### src/rtl/lsu_pkg.sv
// Load/store unit shared definitions: access sizes, FSM states,
// data width and the alignment rule used by the access check.
package lsu_pkg;

  localparam int XLEN = 32;

  localparam logic [1:0] SZ_BYTE = 2'b00;
  localparam logic [1:0] SZ_HALF = 2'b01;
  localparam logic [1:0] SZ_WORD = 2'b10;

  typedef enum logic [1:0] {
    S_IDLE,
    S_CHECK,
    S_BUS,
    S_DONE
  } lsu_state_e;

  // Size 2'b11 is treated as a word access.
  function automatic logic is_misaligned(
    input logic [1:0] size,
    input logic [1:0] off
  );
    logic mis;
    mis = 1'b0;
    unique case (1'b1)
      size == SZ_BYTE: mis = 1'b0;
      size == SZ_HALF: mis = off[0];
      default:         mis = (off != 2'b00);
    endcase
    return mis;
  endfunction

endpackage

### src/rtl/load_align_ext.sv
// Load lane select plus sign/zero extension of the bus read word.
// Ports: rdata_i word, off_i byte offset, size_i, uns_i -> data_o.
module load_align_ext
  import lsu_pkg::*;
(
  input  logic [XLEN-1:0] rdata_i,
  input  logic [1:0]      off_i,
  input  logic [1:0]      size_i,
  input  logic            uns_i,
  output logic [XLEN-1:0] data_o
);

  logic [7:0]  b;
  logic [15:0] h;
  logic        bs;
  logic        hs;

  always_comb begin
    b  = rdata_i[{off_i, 3'b000} +: 8];
    h  = rdata_i[{off_i[1], 4'b0000} +: 16];
    bs = ~uns_i & b[7];
    hs = ~uns_i & h[15];
    data_o = rdata_i;
    unique case (1'b1)
      size_i == SZ_BYTE: data_o = {{(XLEN-8){bs}}, b};
      size_i == SZ_HALF: data_o = {{(XLEN-16){hs}}, h};
      default:           data_o = rdata_i;
    endcase
  end

endmodule

### src/rtl/load_store_unit.sv
// Memory-access stage: one req/ack data-memory transaction at a time.
// Ports: decoder controls + addr/rs2 in, dmem bus, load result, status.
module load_store_unit #(
  parameter int TIMEOUT_CYCLES = 16,
  parameter int XLEN = 32
) (
  input  logic            clk_in,
  input  logic            rst_in,
  input  logic            req_valid_in,
  input  logic            mem_rd_req_in,
  input  logic            mem_wr_req_in,
  input  logic [1:0]      load_size_in,
  input  logic            load_unsigned_in,
  input  logic [XLEN-1:0] addr_in,
  input  logic [XLEN-1:0] store_data_in,
  output logic            dmem_req_o,
  output logic            dmem_we_o,
  output logic [XLEN-1:0] dmem_addr_o,
  output logic [XLEN-1:0] dmem_wdata_o,
  output logic [3:0]      dmem_be_o,
  input  logic            dmem_ack_in,
  input  logic [XLEN-1:0] dmem_rdata_in,
  output logic [XLEN-1:0] load_data_o,
  output logic            done_o,
  output logic            stall_o,
  output logic            misaligned_o,
  output logic            bus_err_o
);

  import lsu_pkg::*;

  localparam int CW = $clog2(TIMEOUT_CYCLES + 1);
  localparam logic [CW-1:0] CNT_LAST = CW'(TIMEOUT_CYCLES - 1);

  lsu_state_e      state_q;
  logic [XLEN-1:0] addr_q;
  logic [XLEN-1:0] sdata_q;
  logic [1:0]      size_q;
  logic            uns_q;
  logic            we_q;
  logic [CW-1:0]   cnt_q;

  logic            accept;
  logic [3:0]      be_d;
  logic [XLEN-1:0] wdata_d;
  logic [XLEN-1:0] ld_ext;

  assign accept = (state_q == S_IDLE) & req_valid_in
                & (mem_rd_req_in | mem_wr_req_in);

  // Gated by reset so every output reads 0 while rst_in is low.
  assign stall_o = rst_in & (accept
                 | (state_q == S_CHECK)
                 | (state_q == S_BUS));

  always_comb begin
    be_d    = 4'b1111;
    wdata_d = sdata_q;
    unique case (1'b1)
      size_q == SZ_BYTE: begin
        be_d    = 4'b0001 << addr_q[1:0];
        wdata_d = {4{sdata_q[7:0]}};
      end
      size_q == SZ_HALF: begin
        be_d    = addr_q[1] ? 4'b1100 : 4'b0011;
        wdata_d = {2{sdata_q[15:0]}};
      end
      default: ;
    endcase
    if (!we_q) be_d = 4'b0000;
  end

  load_align_ext u_ext (
    .rdata_i (dmem_rdata_in),
    .off_i   (addr_q[1:0]),
    .size_i  (size_q),
    .uns_i   (uns_q),
    .data_o  (ld_ext)
  );

  always_ff @(posedge clk_in or negedge rst_in) begin
    if (!rst_in) begin
      state_q      <= S_IDLE;
      addr_q       <= '0;
      sdata_q      <= '0;
      size_q       <= 2'b00;
      uns_q        <= 1'b0;
      we_q         <= 1'b0;
      cnt_q        <= '0;
      dmem_req_o   <= 1'b0;
      dmem_we_o    <= 1'b0;
      dmem_addr_o  <= '0;
      dmem_wdata_o <= '0;
      dmem_be_o    <= 4'b0000;
      load_data_o  <= '0;
      done_o       <= 1'b0;
      misaligned_o <= 1'b0;
      bus_err_o    <= 1'b0;
    end else begin
      done_o       <= 1'b0;
      misaligned_o <= 1'b0;
      bus_err_o    <= 1'b0;
      unique case (state_q)
        S_IDLE: begin
          if (accept) begin
            addr_q  <= addr_in;
            sdata_q <= store_data_in;
            size_q  <= load_size_in;
            uns_q   <= load_unsigned_in;
            // Store wins when both directions are flagged.
            we_q    <= mem_wr_req_in;
            state_q <= S_CHECK;
          end
        end
        S_CHECK: begin
          if (is_misaligned(size_q, addr_q[1:0])) begin
            state_q      <= S_DONE;
            done_o       <= 1'b1;
            misaligned_o <= 1'b1;
          end else begin
            state_q      <= S_BUS;
            cnt_q        <= '0;
            dmem_req_o   <= 1'b1;
            dmem_we_o    <= we_q;
            dmem_addr_o  <= {addr_q[XLEN-1:2], 2'b00};
            dmem_wdata_o <= wdata_d;
            dmem_be_o    <= be_d;
          end
        end
        S_BUS: begin
          if (dmem_ack_in || cnt_q == CNT_LAST) begin
            if (dmem_ack_in && !we_q) load_data_o <= ld_ext;
            bus_err_o    <= ~dmem_ack_in;
            done_o       <= 1'b1;
            state_q      <= S_DONE;
            cnt_q        <= '0;
            dmem_req_o   <= 1'b0;
            dmem_we_o    <= 1'b0;
            dmem_addr_o  <= '0;
            dmem_wdata_o <= '0;
            dmem_be_o    <= 4'b0000;
          end else begin
            cnt_q <= cnt_q + 1'b1;
          end
        end
        S_DONE: state_q <= S_IDLE;
        default: state_q <= S_IDLE;
      endcase
    end
  end

endmodule

### config.mk
export PLATFORM = sky130hd
export DESIGN_NAME = load_store_unit
export DESIGN_NICKNAME = d
export VERILOG_FILES = /design/src/rtl/lsu_pkg.sv /design/src/rtl/load_align_ext.sv /design/src/rtl/load_store_unit.sv
export SDC_FILE = /design/constraint.sdc
export NUM_CORES = 1
export LEC_CHECK = 0
export BUFFER_PORTS_ARGS = -buffer_cell sky130_fd_sc_hd__buf_4
export CAP_MARGIN = 40
export CORE_MARGIN = 10
export CORE_UTILIZATION = 30
export CTS_CLUSTER_DIAMETER = 200
export DETAILED_ROUTE_END_ITERATION = 16
export PLACE_DENSITY = 0.62
export SYNTH_ARGS = -nofsm -noshare
export SYNTH_HDL_FRONTEND = slang
export SYNTH_SLANG_ARGS = --single-unit
### constraint.sdc
create_clock -name clk_in -period 3.2 [get_ports clk_in]
set_clock_uncertainty 0.15 [all_clocks]
set_input_delay 0.64 -clock clk_in [delete_from_list [all_inputs] [get_ports clk_in]]
set_output_delay 0.64 -clock clk_in [all_outputs]
set_load 0.01 [all_outputs]
# --- After elaboration in Yosys (flattened, before gate mapping) ---
# Cells that the tools add are included.
totals:
  ff_bits: 180
  inputBits: 105
  output_inout_bits: 106
  elab_cells: 83
classes:
  n_addsub: 1
  n_eq_ne: 8
  shifts: 3
  mux: 33
  bitwise_logic: 10
  reduce_logical: 12
op_table:
  columns: ["cell", "n"]
  rows:
  - ["32-bit one-hot mux with 2 select lines", 4]
  - ["32-bit 2-to-1 mux", 3]
  - ["32-bit by 6-bit indexed part select with 16-bit output", 1]
  - ["32-bit by 6-bit indexed part select with 8-bit output", 1]
  - ["4-bit 2-to-1 mux", 4]
  - ["4-bit one-hot mux with 2 select lines", 2]
  - ["1-bit 2-to-1 mux", 10]
  - ["5-bit 2-to-1 mux", 2]
  - ["5-bit one-hot mux with 2 select lines", 1]
  - ["1-bit one-hot mux with 2 select lines", 4]
  - ["2-bit one-hot mux with 4 select lines", 1]
  - ["2-bit AND reduction", 3]
  - ["3-bit AND reduction", 2]
  - ["5-bit by 1-bit adder with 5-bit output, second input constant", 1]
  - ["1-bit AND", 5]
  - ["5-bit by 4-bit == test with 1-bit output, second input constant", 1]
  - ["2-bit by 1-bit == test with 1-bit output, second input constant", 2]
  - ["2-bit == test, second input constant", 2]
  - ["2-bit logical NOT", 2]
  - ["2-bit 2-to-1 mux", 2]
  - ["2-bit inequality test, second input constant", 2]
  - ["2-bit nonzero test", 2]
  - ["1-bit by 2-bit left shift with 4-bit output, first input constant", 1]
  - ["1-bit bitwise OR", 3]
  - ["5 further kinds", 6]

# --- Depth between registers and ports, before layout ---
logic_depth:
  word_depth: 6
  mapped_depth: 8

# --- Hierarchy ---
# Synthesis repeated with hierarchy kept, for this count alone.
unflattened:
  cells_unflattened: 618
  hier_area_um2: 7782.5
by_module_without_submodules:
  columns: ["mod", "n_inst", "cells_per_inst", "area_per_inst_um2", "seq_area_each_um2"]
  rows:
  - ["load_store_unit", 1, 501, 7068.0, 4454.3]
  - ["load_align_ext", 1, 117, 714.4, 0.0]

# --- Worst setup path before layout ---
# OpenSTA, ideal clock, no wires.
synth_path:
  path_kind: "input -> output"
  start: "input port mem_wr_req_in"
  end: "output port stall_o"
  t_arrival_ps: 1562
  required_time_ps: 2410
  slack_ps: 848
  path_stages: 3
  n_path_buf: 1
  cell_sequence: "o211ai_1 -> clkbuf_1 -> a21boi_0"
synth_between:
  elab_chain_cells: 5
synth_lines:
  columns: ["element", "line_no", "text"]
  rows:
  - ["from (decl)", "load_store_unit.sv:11", "input logic mem_wr_req_in,"]
  - ["1-bit bitwise OR", "load_store_unit.sv:49", "& (mem_rd_req_in | mem_wr_req_in);"]
  - ["1-bit AND", "load_store_unit.sv:49", null]
  - ["1-bit bitwise OR", "load_store_unit.sv:53", "| (state_q == S_CHECK)"]
  - ["1-bit bitwise OR", "load_store_unit.sv:54", "| (state_q == S_BUS));"]
  - ["1-bit AND", "load_store_unit.sv:52", "assign stall_o = rst_in & (accept"]
  - ["to (decl)", "load_store_unit.sv:25", "output logic stall_o,"]
# Every way passes these cells.

# --- Worst setup path in the final report ---
layout_path:
  start: "register state_q[0]"
  end: "output port stall_o"
layout_between:
  elab_chain_cells: 6
layout_lines:
  columns: ["element", "line_no", "text"]
  rows:
  - ["from (decl)", "load_store_unit.sv:35", "lsu_state_e state_q;"]
  - ["from (signal assigned)", "load_store_unit.sv:83", "state_q <= S_IDLE;"]
  - ["from (signal assigned)", "load_store_unit.sv:112", "state_q <= S_CHECK;"]
  - ["from (signal assigned)", "load_store_unit.sv:117", "state_q <= S_DONE;"]
  - ["2-bit logical NOT", "load_store_unit.sv:48", "assign accept = (state_q == S_IDLE) & req_valid_in"]
  - ["1-bit AND", "load_store_unit.sv:48", null]
  - ["1-bit AND", "load_store_unit.sv:49", null]
  - ["1-bit bitwise OR", "load_store_unit.sv:53", null]
  - ["1-bit bitwise OR (*)", "load_store_unit.sv:54", null]
  - ["1-bit AND (*)", "load_store_unit.sv:52", null]
# Mark *: on every way between the ends. The rest lies on a longest branch, timed or not.

==> metrics.txt <==
# TYPE chip_impl_metric gauge
chip_impl_metric{name="first_global_vias",unit=""} 5750
chip_impl_metric{name="placed_cell_area",unit="um^2"} 9520
chip_impl_metric{name="synth-async-reset-ratio",unit="%"} 100
chip_impl_metric{name="cts_setup_buffers",unit=""} 0
chip_impl_metric{name="post_synth.cell_area_avg",unit="um^2"} 13.0
chip_impl_info{name="path_class",value="flip-flop to primary output"} 1
chip_impl_metric{name="grt_first_pass_wirelength",unit="um"} 34600
chip_impl_metric{name="initial_utilization",unit="%"} 30.7
chip_impl_metric{name="pin_count",unit=""} 211
chip_impl_metric{name="yosys_warnings",unit=""} 0
chip_impl_info{name="critical-path-slowest-cell",value="sky130_fd_sc_hd__dfrtp_1"} 1
chip_impl_metric{name="critPathMaxFanout",unit=""} 5
chip_impl_metric{name="place.detailed.hpwl",unit="um"} 16100
chip_impl_metric{name="seq_area_frac_synth",unit="%"} 59.1
chip_impl_metric{name="wire_length_after_detailed_routing",unit="um"} 22400
chip_impl_metric{name="synth_cell_area",unit="um^2"} 7540
chip_impl_metric{name="buffer_ports.inserted",unit=""} 208
chip_impl_metric{name="switching_share",unit="%"} 39.1
chip_impl_metric{name="total_switching_power",unit="W"} 0.00455
chip_impl_metric{name="power.density_cell_area",unit="nW/um^2"} 1150
chip_impl_metric{name="fmax",unit="MHz"} 386
chip_impl_metric{name="required_time_of_the_critical_path",unit="ns"} 2.41
chip_impl_info{name="synth_largest_area_cell",value="sky130_fd_sc_hd__dfrtp_1"} 1
chip_impl_info{name="critPathCaptureType",value="primary output"} 1
chip_impl_info{name="status",value="finished clean"} 1
chip_impl_metric{name="worst_ep_arrival_time",unit="ns"} 1.80
chip_impl_metric{name="gp_congestion",unit=""} 0.800
chip_impl_metric{name="die_height",unit="um"} 179
chip_impl_metric{name="std_cell_rows",unit=""} 57
chip_impl_metric{name="fin_crit",unit="ns"} 2.59
chip_impl_metric{name="slowest_delay",unit="ns"} 0.42
chip_impl_metric{name="maxSlewHeadroom",unit="%"} 30.8
chip_impl_metric{name="synth-seq-cells",unit=""} 178
chip_impl_metric{name="total_number_of_clock_tree_sinks",unit=""} 178
chip_impl_metric{name="final_setup_viols",unit=""} 0
chip_impl_metric{name="core_area",unit="um^2"} 24500
chip_impl_info{name="tritoncts",value="yes"} 1
chip_impl_info{name="final_common_cell",value="sky130_fd_sc_hd__buf_4"} 1
chip_impl_metric{name="final_critical_path_setup_slack",unit="ns"} 0.606
chip_impl_metric{name="route.antenna.remaining_nets",unit=""} 0
chip_impl_metric{name="1st_pass_router_iterations",unit=""} 4
chip_impl_metric{name="globalRoute.totalOverflow",unit=""} 0
chip_impl_metric{name="n_fill_cell",unit=""} 2348
chip_impl_metric{name="antenna_cells_inserted",unit=""} 0
chip_impl_metric{name="clk_pin_slew",unit="ns"} 0.07
chip_impl_metric{name="peakVddDrop",unit="mV"} 0.451
chip_impl_metric{name="totalNegativeSetupSlack",unit="ns"} 0
chip_impl_info{name="ys.flop_type",value="sky130_fd_sc_hd__dfrtp_1"} 1
chip_impl_metric{name="power_report.internal_total",unit="W"} 0.00707
chip_impl_metric{name="number_of_nets_in_the_finished_design",unit=""} 894
chip_impl_metric{name="sequentialPowerShare",unit="%"} 35.8
chip_impl_info{name="ys_top_cells_by_area",value="sky130_fd_sc_hd__dfrtp_1 59%, sky130_fd_sc_hd__mux2_2 10%, sky130_fd_sc_hd__a22o_1 5.5%, sky130_fd_sc_hd__mux2i_1 4.1%, sky130_fd_sc_hd__o21ai_0 2.8%"} 1
chip_impl_metric{name="path_buf_inv",unit=""} 2
chip_impl_metric{name="synthDistinctLibCells",unit=""} 46
chip_impl_metric{name="clk_latency",unit="ns"} 0.43
chip_impl_metric{name="place_ws",unit="ns"} 0.669
chip_impl_info{name="unrepaired_setup_endpoints_after_global_routing",value="no"} 1
chip_impl_metric{name="grt_max_degree",unit=""} 178
chip_impl_metric{name="grt_use_total",unit="%"} 13.9
chip_impl_metric{name="vias_per_cell",unit=""} 4.97
chip_impl_metric{name="final_area",unit="um^2"} 10100
chip_impl_metric{name="post-route-period-util",unit="%"} 81.1
chip_impl_metric{name="syn2layout_area_growth",unit="%"} 34.0
chip_impl_metric{name="number_of_synthesized_flops_with_an_enable_pin",unit=""} 0
chip_impl_metric{name="final_hold_viol_count",unit=""} 0
chip_impl_metric{name="power_frac_clock",unit="%"} 17.5
chip_impl_metric{name="initial_antenna_violation_count",unit=""} 0
chip_impl_metric{name="drive_gt1_share",unit="%"} 43.4
chip_impl_metric{name="total_via_count_after_detailed_routing",unit=""} 5575
chip_impl_metric{name="die_w",unit="um"} 179
chip_impl_info{name="clk_root_buffer_cell",value="sky130_fd_sc_hd__clkbuf_16"} 1
chip_impl_metric{name="syn-instance-count",unit=""} 580
chip_impl_info{name="most_frequent_cells_in_the_layout",value="219 x sky130_fd_sc_hd__buf_4, 177 x sky130_fd_sc_hd__dfrtp_1, 69 x sky130_fd_sc_hd__mux2_2, 47 x sky130_fd_sc_hd__a22o_1, 42 x sky130_fd_sc_hd__o21ai_0"} 1
chip_impl_metric{name="htree_levels",unit=""} 4
chip_impl_info{name="worst_hold_path_type",value="input port to flip-flop"} 1
chip_impl_metric{name="final_core_util",unit="%"} 41.2
chip_impl_metric{name="drt_iter0_markers",unit=""} 360
chip_impl_metric{name="tightest_slew",unit="ns"} 1.04
chip_impl_metric{name="comb_power_share",unit="%"} 46.7
chip_impl_metric{name="area_enclosed_by_the_die_boundary",unit="um^2"} 31900
chip_impl_info{name="cp_top_family",value="compound AO/OA/AOI/OAI gates"} 1
chip_impl_metric{name="cap_violations",unit=""} 0
chip_impl_metric{name="numCtsBuffers",unit=""} 17
chip_impl_info{name="worstPathCellList",value="inv_1 -> ha_1 -> o211ai_1 -> a21boi_0 -> buf_4"} 1
chip_impl_metric{name="detail_route.wl_per_cell",unit="um"} 20.0
chip_impl_metric{name="clk_path_buf_depth",unit=""} 2
chip_impl_info{name="timing.critical_path.from_type",value="flip-flop"} 1
chip_impl_metric{name="power_leakage",unit="nW"} 4.66
chip_impl_metric{name="drt_drc_violations_left",unit=""} 0
chip_impl_metric{name="yosysTopAreaCellShare",unit="%"} 59.1
chip_impl_metric{name="report.final.slew_viol_count",unit=""} 0
chip_impl_metric{name="ctsResizeCount",unit=""} 0
==> per-stage QoR <==
| step | hold WS, ns | power [W] | std cells |
|---|---|---|---|
| finish | 0.256 | 0.0116 | 1121 |
| global route | 0.251 | 0.0124 | 1121 |
| CTS | 0.224 | 0.0118 | 1121 |
| detailed placement | 0.277 | 0.00974 | 1088 |
| global placement | 0.277 | 0.00956 | 1087 |
| floorplan | 0.194 | 0.00736 | 581 |
==> cell families after synthesis <==
logic type               Yosys count  share of synthesized area [%]
buffers and inverters             50                           3.05
other                              1                         0.0498
AO/OA/AOI/OAI                    185                           18.4
adder cells (fa/ha/maj)            5                          0.830
flip-flops                       178                           59.1
multiplexers                     101                           14.7
AND/OR/NAND/NOR                   60                           3.80
==> flip-flops by register name (all words and copies together), names as in the netlist, 2 cells and up <==
name / flops
addr_q: 32
dmem_wdata_o: 32
load_data_o: 32
sdata_q: 32
dmem_addr_o: 30
cnt_q: 5
dmem_be_o: 4
size_q: 2
state_q: 2
==> worst paths after layout <==
kind / start / to / slack (ns) / depth (start not counted)
worst max-delay path: state_q[0]$_DFFE_PN0P_ / stall_o / 0.61 / 5
worst min-delay path: dmem_ack_in / bus_err_o$_DFF_PN0_ / 0.26 / 2
worst max register to register: cnt_q[0]$_DFFE_PN0P_ / dmem_addr_o[6]$_DFFE_PN0P_ / 0.63 / 7
worst min register to register: load_data_o[0]$_DFFE_PN0P_ / load_data_o[0]$_DFFE_PN0P_ / 0.33 / 2
max in group asynchronous: rst_in / size_q[1]$_DFFE_PN0P_ / 1.23 / 3
min in group asynchronous: rst_in / load_data_o[8]$_DFFE_PN0P_ / 0.40 / 2
==> synth_stat cells (all sizes together), types with 8 or more instances <==
| cell type | count |
|---|---|
| buf | 21 |
| o21ai | 48 |
| mux2 | 69 |
| dfrtp | 178 |
| inv | 8 |
| a21oi | 28 |
| a22o | 47 |
| clkbuf | 21 |
| nand2 | 20 |
| a221oi | 9 |
| o211ai | 17 |
| o2bb2ai | 16 |
| mux2i | 31 |
| nor2 | 21 |
==> timing repair <==
item / 4_1_cts / 5_1_grt
endpoints found under the setup margin: 0 / 0
hold buffers: 1 / 0
hold endpoints to repair: 1 / 0
==> final cells by class <==
cell class              instances  area [um^2]  area share, %
clock inverters                14          141           1.40
inverters                       8         30.0          0.297
repair buffers                226         1760           17.4
flip-flops and latches        178         4460           44.1
multi-input cells             353         2880           28.5
clock buffers                  18          429           4.25
well taps                     324          405           4.01
==> worst reg2reg max path, cell delays in order (launching register included) <==
cell and delay (ns):
sky130_fd_sc_hd__dfrtp_1 0.41, sky130_fd_sc_hd__ha_1 0.23, sky130_fd_sc_hd__and3_1 0.19, sky130_fd_sc_hd__ha_1 0.21, sky130_fd_sc_hd__or3b_2 0.55, sky130_fd_sc_hd__nand3_4 0.37, sky130_fd_sc_hd__buf_12 0.25, sky130_fd_sc_hd__a22o_1 0.16
==> power groups by stage <==
| stage | combinational [W] | clock, W | sequential (W) |
|---|---|---|---|
| 6_report | 0.00543 | 0.00204 | 0.00416 |
| 2_1_floorplan | 0.00315 | 0 | 0.00421 |
| 3_5_place_dp | 0.00555 | 0 | 0.00419 |
| 5_1_grt | 0.00593 | 0.00220 | 0.00431 |
| 4_1_cts | 0.00554 | 0.00210 | 0.00417 |
| 3_3_place_gp | 0.00537 | 0 | 0.00419 |
==> routing by layer <==
metal	track usage [%]	vias to the layer above	wire [um]	share of wire, %
met5	0	-	0	0
met4	3.72	0	167	0.75
met3	4.57	13	1730	7.7
met2	21.1	181	10500	47
met1	18.5	2806	10100	45
li1	-	2575	-	-
(Power assumes the default switching activity.)
